**src/rtl/cp0defines_pkg.sv**
```systemverilog
// CP0 shared definitions: register numbers, exception type codes,
// ExcCode values, Status/Cause bit positions and the exception decoder.
package cp0defines;

  localparam logic [4:0] CP0_BADVADDR = 5'd8;
  localparam logic [4:0] CP0_COUNT    = 5'd9;
  localparam logic [4:0] CP0_COMPARE  = 5'd11;
  localparam logic [4:0] CP0_STATUS   = 5'd12;
  localparam logic [4:0] CP0_CAUSE    = 5'd13;
  localparam logic [4:0] CP0_EPC      = 5'd14;
  localparam logic [4:0] CP0_PRID     = 5'd15;

  localparam logic [31:0] EXC_TYPE_NOEXC = 32'd0;
  localparam logic [31:0] EXC_TYPE_INT   = 32'd1;
  localparam logic [31:0] EXC_TYPE_ADEL  = 32'd4;
  localparam logic [31:0] EXC_TYPE_ADES  = 32'd5;
  localparam logic [31:0] EXC_TYPE_SYS   = 32'd8;
  localparam logic [31:0] EXC_TYPE_BP    = 32'd9;
  localparam logic [31:0] EXC_TYPE_RI    = 32'd10;
  localparam logic [31:0] EXC_TYPE_OV    = 32'd12;
  localparam logic [31:0] EXC_TYPE_ERET  = 32'd14;

  localparam logic [4:0] EXCCODE_INT  = 5'h00;
  localparam logic [4:0] EXCCODE_ADEL = 5'h04;
  localparam logic [4:0] EXCCODE_ADES = 5'h05;
  localparam logic [4:0] EXCCODE_SYS  = 5'h08;
  localparam logic [4:0] EXCCODE_BP   = 5'h09;
  localparam logic [4:0] EXCCODE_RI   = 5'h0A;
  localparam logic [4:0] EXCCODE_OV   = 5'h0C;

  localparam int IE_BIT  = 0;
  localparam int EXL_BIT = 1;
  localparam int TI_BIT  = 30;
  localparam int BD_BIT  = 31;

  // mtc0-writable Status bits: IM[15:8], EXL, IE
  localparam logic [31:0] STATUS_WMASK = 32'h0000_FF03;

  typedef struct packed {
    logic       valid;
    logic [4:0] code;
    logic       badv;
  } exc_dec_t;

  // ERET and unknown codes decode as not-an-exception
  function automatic exc_dec_t exc_decode(
    input logic [31:0] t
  );
    exc_dec_t d;
    d = '{valid: 1'b1, code: EXCCODE_INT,
          badv: 1'b0};
    unique case (1'b1)
      (t == EXC_TYPE_INT):  d.code = EXCCODE_INT;
      (t == EXC_TYPE_ADEL): begin
        d.code = EXCCODE_ADEL;
        d.badv = 1'b1;
      end
      (t == EXC_TYPE_ADES): begin
        d.code = EXCCODE_ADES;
        d.badv = 1'b1;
      end
      (t == EXC_TYPE_SYS):  d.code = EXCCODE_SYS;
      (t == EXC_TYPE_BP):   d.code = EXCCODE_BP;
      (t == EXC_TYPE_RI):   d.code = EXCCODE_RI;
      (t == EXC_TYPE_OV):   d.code = EXCCODE_OV;
      default:              d.valid = 1'b0;
    endcase
    return d;
  endfunction

endpackage

```
**src/rtl/cp0_timer.sv**
```systemverilog
// Count/Compare timer: Count steps every second cycle, TI latches on match.
// Ports: count/compare write strobes + data in; count, compare, ti out.
// CP0_TIMER_INT_EN enables Compare and TI; otherwise both read as 0.
module cp0_timer
  import cp0defines::*;
(
  input  logic        clk,
  input  logic        rst,
  input  logic        count_we,
  input  logic        compare_we,
  input  logic [31:0] wdata,
  output logic [31:0] count,
  output logic [31:0] compare,
  output logic        ti
);

  logic tog;

  // write wins over the increment; the toggle keeps its own rhythm
  always_ff @(posedge clk or negedge rst) begin
    if (!rst) begin
      tog   <= 1'b0;
      count <= '0;
    end else begin
      tog <= ~tog;
      if (count_we)
        count <= wdata;
      else if (tog)
        count <= count + 32'd1;
    end
  end

`ifdef CP0_TIMER_INT_EN
  always_ff @(posedge clk or negedge rst) begin
    if (!rst) begin
      compare <= '0;
      ti      <= 1'b0;
    end else if (compare_we) begin
      compare <= wdata;
      ti      <= 1'b0;
    end else if (compare != '0 &&
                 count == compare) begin
      ti <= 1'b1;
    end
  end
`else
  logic unused_cmp;
  assign unused_cmp = compare_we;
  assign compare    = '0;
  assign ti         = 1'b0;
`endif

endmodule

```
**src/rtl/cp0_regfile.sv**
```systemverilog
// CP0 register file: mfc0/mtc0 port, exception/ERET commit, Count/Compare.
// Ports: mtc0 write, mfc0 read, ext_int_i, exception inputs, register outs.
// CP0_TIMER_INT_EN enables Compare and the timer interrupt.
module cp0_regfile
  import cp0defines::*;
#(
  parameter logic [31:0] STATUS_RST = 32'h0040_0000,
  parameter logic [31:0] PRID_VAL   = 32'h0042_0000
) (
  input  logic        clk,
  input  logic        rst,
  input  logic        we_i,
  input  logic [4:0]  waddr_i,
  input  logic [31:0] wdata_i,
  input  logic [4:0]  raddr_i,
  output logic [31:0] rdata_o,
  input  logic [5:0]  ext_int_i,
  input  logic [31:0] except_type_i,
  input  logic [31:0] pc_i,
  input  logic        in_delayslot_i,
  input  logic [31:0] badvaddr_i,
  output logic [31:0] status_o,
  output logic [31:0] cause_o,
  output logic [31:0] epc_o,
  output logic [31:0] count_o,
  output logic [31:0] compare_o,
  output logic [31:0] badvaddr_o,
  output logic        timer_int_o
);

  exc_dec_t    dec;
  logic        eret;
  logic        wr;
  logic [31:0] status;
  logic [31:0] epc;
  logic [31:0] badvaddr;
  logic        bd;
  logic [4:0]  exccode;
  logic [1:0]  ip_sw;
  logic [5:0]  ip_hw;
  logic        ti;

  assign dec  = exc_decode(except_type_i);
  assign eret = (except_type_i == EXC_TYPE_ERET);
  // a flushed mtc0 must not touch anything
  assign wr   = we_i & ~dec.valid & ~eret;

  cp0_timer u_timer (
    .clk        (clk),
    .rst        (rst),
    .count_we   (wr && waddr_i == CP0_COUNT),
    .compare_we (wr && waddr_i == CP0_COMPARE),
    .wdata      (wdata_i),
    .count      (count_o),
    .compare    (compare_o),
    .ti         (ti)
  );

  always_ff @(posedge clk or negedge rst) begin
    if (!rst) begin
      status   <= STATUS_RST;
      epc      <= '0;
      badvaddr <= '0;
      bd       <= 1'b0;
      exccode  <= '0;
      ip_sw    <= '0;
      ip_hw    <= '0;
    end else begin
      ip_hw <= ext_int_i;
      if (dec.valid) begin
        exccode <= dec.code;
        if (!status[EXL_BIT]) begin
          epc <= in_delayslot_i ?
                 pc_i - 32'd4 : pc_i;
          bd  <= in_delayslot_i;
        end
        status[EXL_BIT] <= 1'b1;
        if (dec.badv)
          badvaddr <= badvaddr_i;
      end else if (eret) begin
        status[EXL_BIT] <= 1'b0;
      end else if (wr) begin
        unique case (1'b1)
          (waddr_i == CP0_STATUS):
            status <= (status & ~STATUS_WMASK)
                    | (wdata_i & STATUS_WMASK);
          (waddr_i == CP0_CAUSE):
            ip_sw <= wdata_i[9:8];
          (waddr_i == CP0_EPC):
            epc <= wdata_i;
          default: ;
        endcase
      end
    end
  end

  assign cause_o = {bd, ti, 14'b0,
                    ip_hw[5] | ti, ip_hw[4:0],
                    ip_sw, 1'b0, exccode, 2'b0};

  assign status_o    = status;
  assign epc_o       = epc;
  assign badvaddr_o  = badvaddr;
  assign timer_int_o = ti;

  always_comb begin
    rdata_o = '0;
    unique case (1'b1)
      (raddr_i == CP0_BADVADDR): rdata_o = badvaddr;
      (raddr_i == CP0_COUNT):    rdata_o = count_o;
      (raddr_i == CP0_COMPARE):  rdata_o = compare_o;
      (raddr_i == CP0_STATUS):   rdata_o = status;
      (raddr_i == CP0_CAUSE):    rdata_o = cause_o;
      (raddr_i == CP0_EPC):      rdata_o = epc;
      (raddr_i == CP0_PRID):     rdata_o = PRID_VAL;
      default:                   rdata_o = '0;
    endcase
  end

endmodule

```
**config.mk**
```make
export PLATFORM = sky130hd
export DESIGN_NAME = cp0_regfile
export DESIGN_NICKNAME = d
export VERILOG_FILES = /design/src/rtl/cp0defines_pkg.sv /design/src/rtl/cp0_timer.sv /design/src/rtl/cp0_regfile.sv
export SDC_FILE = /design/constraint.sdc
export NUM_CORES = 1
export LEC_CHECK = 0
export ABC_CLOCK_PERIOD_IN_PS = 2450
export BUFFER_PORTS_ARGS = -buffer_cell sky130_fd_sc_hd__buf_4
export CORE_AREA = 4 4 142 144
export DETAILED_ROUTE_END_ITERATION = 8
export DIE_AREA = 0 0 146 148
export PLACE_DENSITY = 0.72
export SLEW_MARGIN = 20
export SYNTH_ARGS = -nofsm -noshare
export SYNTH_HDL_FRONTEND = slang
export SYNTH_SLANG_ARGS = --single-unit
```
**constraint.sdc**
```tcl
create_clock -name clk -period 2.45 [get_ports clk]
set_input_delay 0.3675 -clock clk [delete_from_list [all_inputs] [get_ports clk]]
set_output_delay 0.3675 -clock clk [all_outputs]
set_load 0.005 [all_outputs]
```
==> results.toml <==
[sta]
hold_slack_ns = 0.0552
hold_viol = 0
relSlewSlack_pct = 55.2
post-route-period-util_pct = 93.6
maxSlewViolCount = 0
setup_viol = 0
rsz0062_at_grt = "false"
max_slew.worst_pin.slew_ns = 0.671
min_period_ns = 2.29
tns_ns = 0
fmax_mhz = 436
fin_worst_skew_ns = 0.00991

[clocking]
cts-hold-fix-buffers = 1
cts.sinks = 120
cts_root_buffer = "clkbuf_16"
worst_skew_pair.late_latency_ns = 0.42
clk_path_buf_depth = 2
htreeDepth = 4
post_cts_resized = 0
clk_pin_slew_ns = 0.06
cts_buffers = 17
postCtsSetupBuffers = 0
cts_tree = "built"

[drt]
num_vias = 7077
wl_per_cell_um = 21.4
routed_wl_um = 27900
drt_pre_antenna_iters = 5
detail-route-antenna-nets = 0
drcViolationCount = 0
drtIter0Drc = 440
vias_per_cell = 5.42

[hold_path]
worstHoldStart = "ext_int_i[0]"
holdPathEnd = "ip_hw[0]"
hold_class = "in2reg"
holdPathStages = 1

[die]
coreArea_mm2 = 0.0187
placementRows = 50
boundaryPins = 373
die_h_um = 148
fp.dieW_um = 146
dieArea_mm2 = 0.0216
initial_core_util_pct = 41.5

[worst_setup_path]
crit_path_max_fanout = 13
crit_path_top_delay_cell = "or3_1"
rr_worst_depth = 5
regToRegSetupSlack_ns = 0.25
end_kind = "primary output"
required_ns = 2.08
timing.rr.end = "u_timer.count[22]"
cp-start-kind = "primary input"
crit_chain = "buf_4 -> nand2b_1 -> or3_1 -> buf_4 -> o21ai_0 -> buf_4"
crit_top_cell = "buf_4"
worstSetupPathType = "in2out"
worstPathArrival_ns = 1.92
r2r-start = "u_timer.tog"
critical-path-max-stage-delay_ns = 0.57

[synth]
synth_top_area_share_pct = 38.7
syn_inst = 748
ys_ff_latch = 120
ys_async_sr_fraction_pct = 100
synth-warning-count = 0
synthFlopType = "dfrtp_1"
synth_cell_types = 62
synth_area_per_cell_um2 = 10.4
ys_seq_area_share_pct = 38.7
yosysTopAreaCell = "dfrtp_1"
synth_edf_count = 0
synth_area_mm2 = 0.00776
netlist_top_cells_area = "dfrtp_1, buf_4, mux2_2"

[cells_and_area]
drive_gt1_share_pct = 41.8
final_common_cell = "buf_4"
fin_area_mm2 = 0.0107
layout.nets = 1210
post-route-util_pct = 57.3
fill_cells = 1655
final_cell_mix = "buf_4, dfrtp_1, conb_1, nand2_1"
area_growth_syn_to_layout_pct = 38.1
n_antenna_cell = 0

[job]
cap_violations = 0

[global_routing]
overflow = 0
grtUsageMet1_pct = 30.5
met3_usage_pct = 5.70
track_usage_pct = 24.7
grt_pass1_wl_um = 41200
use_met2_pct = 43.1
grt_pass1_vias = 7020
top_usage_layer = "met2"
grt_max_degree = 60
antenna_found_initial = 0

[placed_design]
portBuffers = 298
dpl_cell_area_mm2 = 0.0102
post-dp-hpwl_um = 22000
finalWeightedCongestion = 0.831

[outcome]
status = "finished, final reports clean"

[power]
p_leak_nw = 5.14
power.density_mw_per_mm2 = 625
max-vdd-ir-drop_mv = 0.476
worst max-delay path: cells and delay by family:
| kind | cells | cell delay, ns |
|---|---|---|
| and+or+nand+nor | 2 | 0.78 |
| buffers and inverters | 3 | 0.55 |
| AOI/OAI and AO/OA | 1 | 0.22 |
flip-flops by register name (all words and copies together) (netlist names):
register and count:
status_o 10, u_timer.count 32, badvaddr_o 32, u_timer.tog 1
ip_hw 6, bd 1, exccode 4, epc_o 32
ip_sw 2
report_power, final:
part	leakage, nW	internal [mW]	switching, mW
logic	3.35	1.01	0.639
registers	1.53	2.28	0.411
clock network	0.265	1.46	0.904
total	5.14	4.75	1.95
worst max-delay path by stage:
stage	slack [ns]	endpoint	start
finish	0.16	rdata_o[20]	raddr_i[4]
global route	0.08	rdata_o[3]	raddr_i[4]
CTS	0.16	rdata_o[20]	raddr_i[4]
detailed placement	0.05	u_timer.count[29]	except_type_i[18]
global placement	0.11	u_timer.count[31]	except_type_i[2]
floorplan	0.24	u_timer.count[10]	except_type_i[2]
layout make-up:
class	instances	area [µm²]	area share, %
Multi-Input combinational cell	564	4220	39.4
Inverter	25	93.8	0.875
Timing Repair Buffer	332	2560	23.9
Sequential cell	120	3000	28.0
Clock buffer	23	478	4.46
Tap cell	234	293	2.73
Clock inverter	8	72.6	0.677
routing by layer:
| layer | share of wire (%) | wire, µm | up-vias |
|---|---|---|---|
| met5 | 0 | 0 | - |
| met4 | 2.1 | 592 | 0 |
| met3 | 7.2 | 2010 | 39 |
| met2 | 50 | 14000 | 321 |
| met1 | 40 | 11300 | 3497 |
| li1 | - | - | 3220 |
synth_stat cells, types with 2 or more instances:
| master | count |
|---|---|
| and2_1 | 4 |
| mux2_4 | 20 |
| a221oi_1 | 5 |
| o221ai_1 | 13 |
| mux2i_1 | 43 |
| nor4_1 | 18 |
| nor2_1 | 26 |
| buf_6 | 4 |
| inv_1 | 25 |
| o21ai_0 | 22 |
| nor4_2 | 3 |
| o31ai_1 | 3 |
| xnor2_1 | 38 |
| and3_1 | 12 |
| nand2b_1 | 5 |
| a211oi_1 | 3 |
| mux2_2 | 43 |
| a21oi_1 | 9 |
| o22ai_1 | 2 |
| nand4_1 | 16 |
| o211ai_1 | 2 |
| nand3_1 | 28 |
| nor3_1 | 13 |
| a211o_1 | 2 |
| nand3b_1 | 3 |
| and4_1 | 8 |
| mux2_1 | 10 |
| xor2_1 | 14 |
| nor2b_1 | 2 |
| or3_1 | 4 |
| nor4_4 | 5 |
| buf_2 | 7 |
| a221o_1 | 16 |
| nand2_1 | 58 |
| conb_1 | 2 |
| o221a_1 | 5 |
| or4_1 | 5 |
| a31oi_1 | 3 |
| o221a_2 | 6 |
| clkbuf_1 | 23 |
| o32ai_1 | 2 |
| ha_1 | 2 |
| dfrtp_1 | 120 |
| buf_4 | 76 |
cells by family (layout without fill, tap and decap cells):
family | Yosys count | in the layout | synth area share (%)
flip-flops | 120 | 120 | 38.7
buffers and inverters | 136 | 388 | 10.8
AO/OA/AOI/OAI | 100 | 100 | 10.6
adder cells (fa/ha/maj) | 2 | 2 | 0.322
multiplexers | 116 | 116 | 17.1
other | 2 | 74 | 0.0968
AND/OR/NAND/NOR | 220 | 220 | 16.6
XOR/XNOR | 52 | 52 | 5.87
per-stage QoR:
step / power [mW] / std cells / setup WS, ns
2_1_floorplan: 3.39 / 820 / 0.244
3_3_place_gp: 4.32 / 1274 / 0.112
3_5_place_dp: 4.37 / 1274 / 0.0477
4_1_cts: 6.74 / 1306 / 0.161
5_1_grt: 7.01 / 1306 / 0.0827
6_report: 6.70 / 1306 / 0.158
Note: power is estimated with default switching activity, not from simulation.
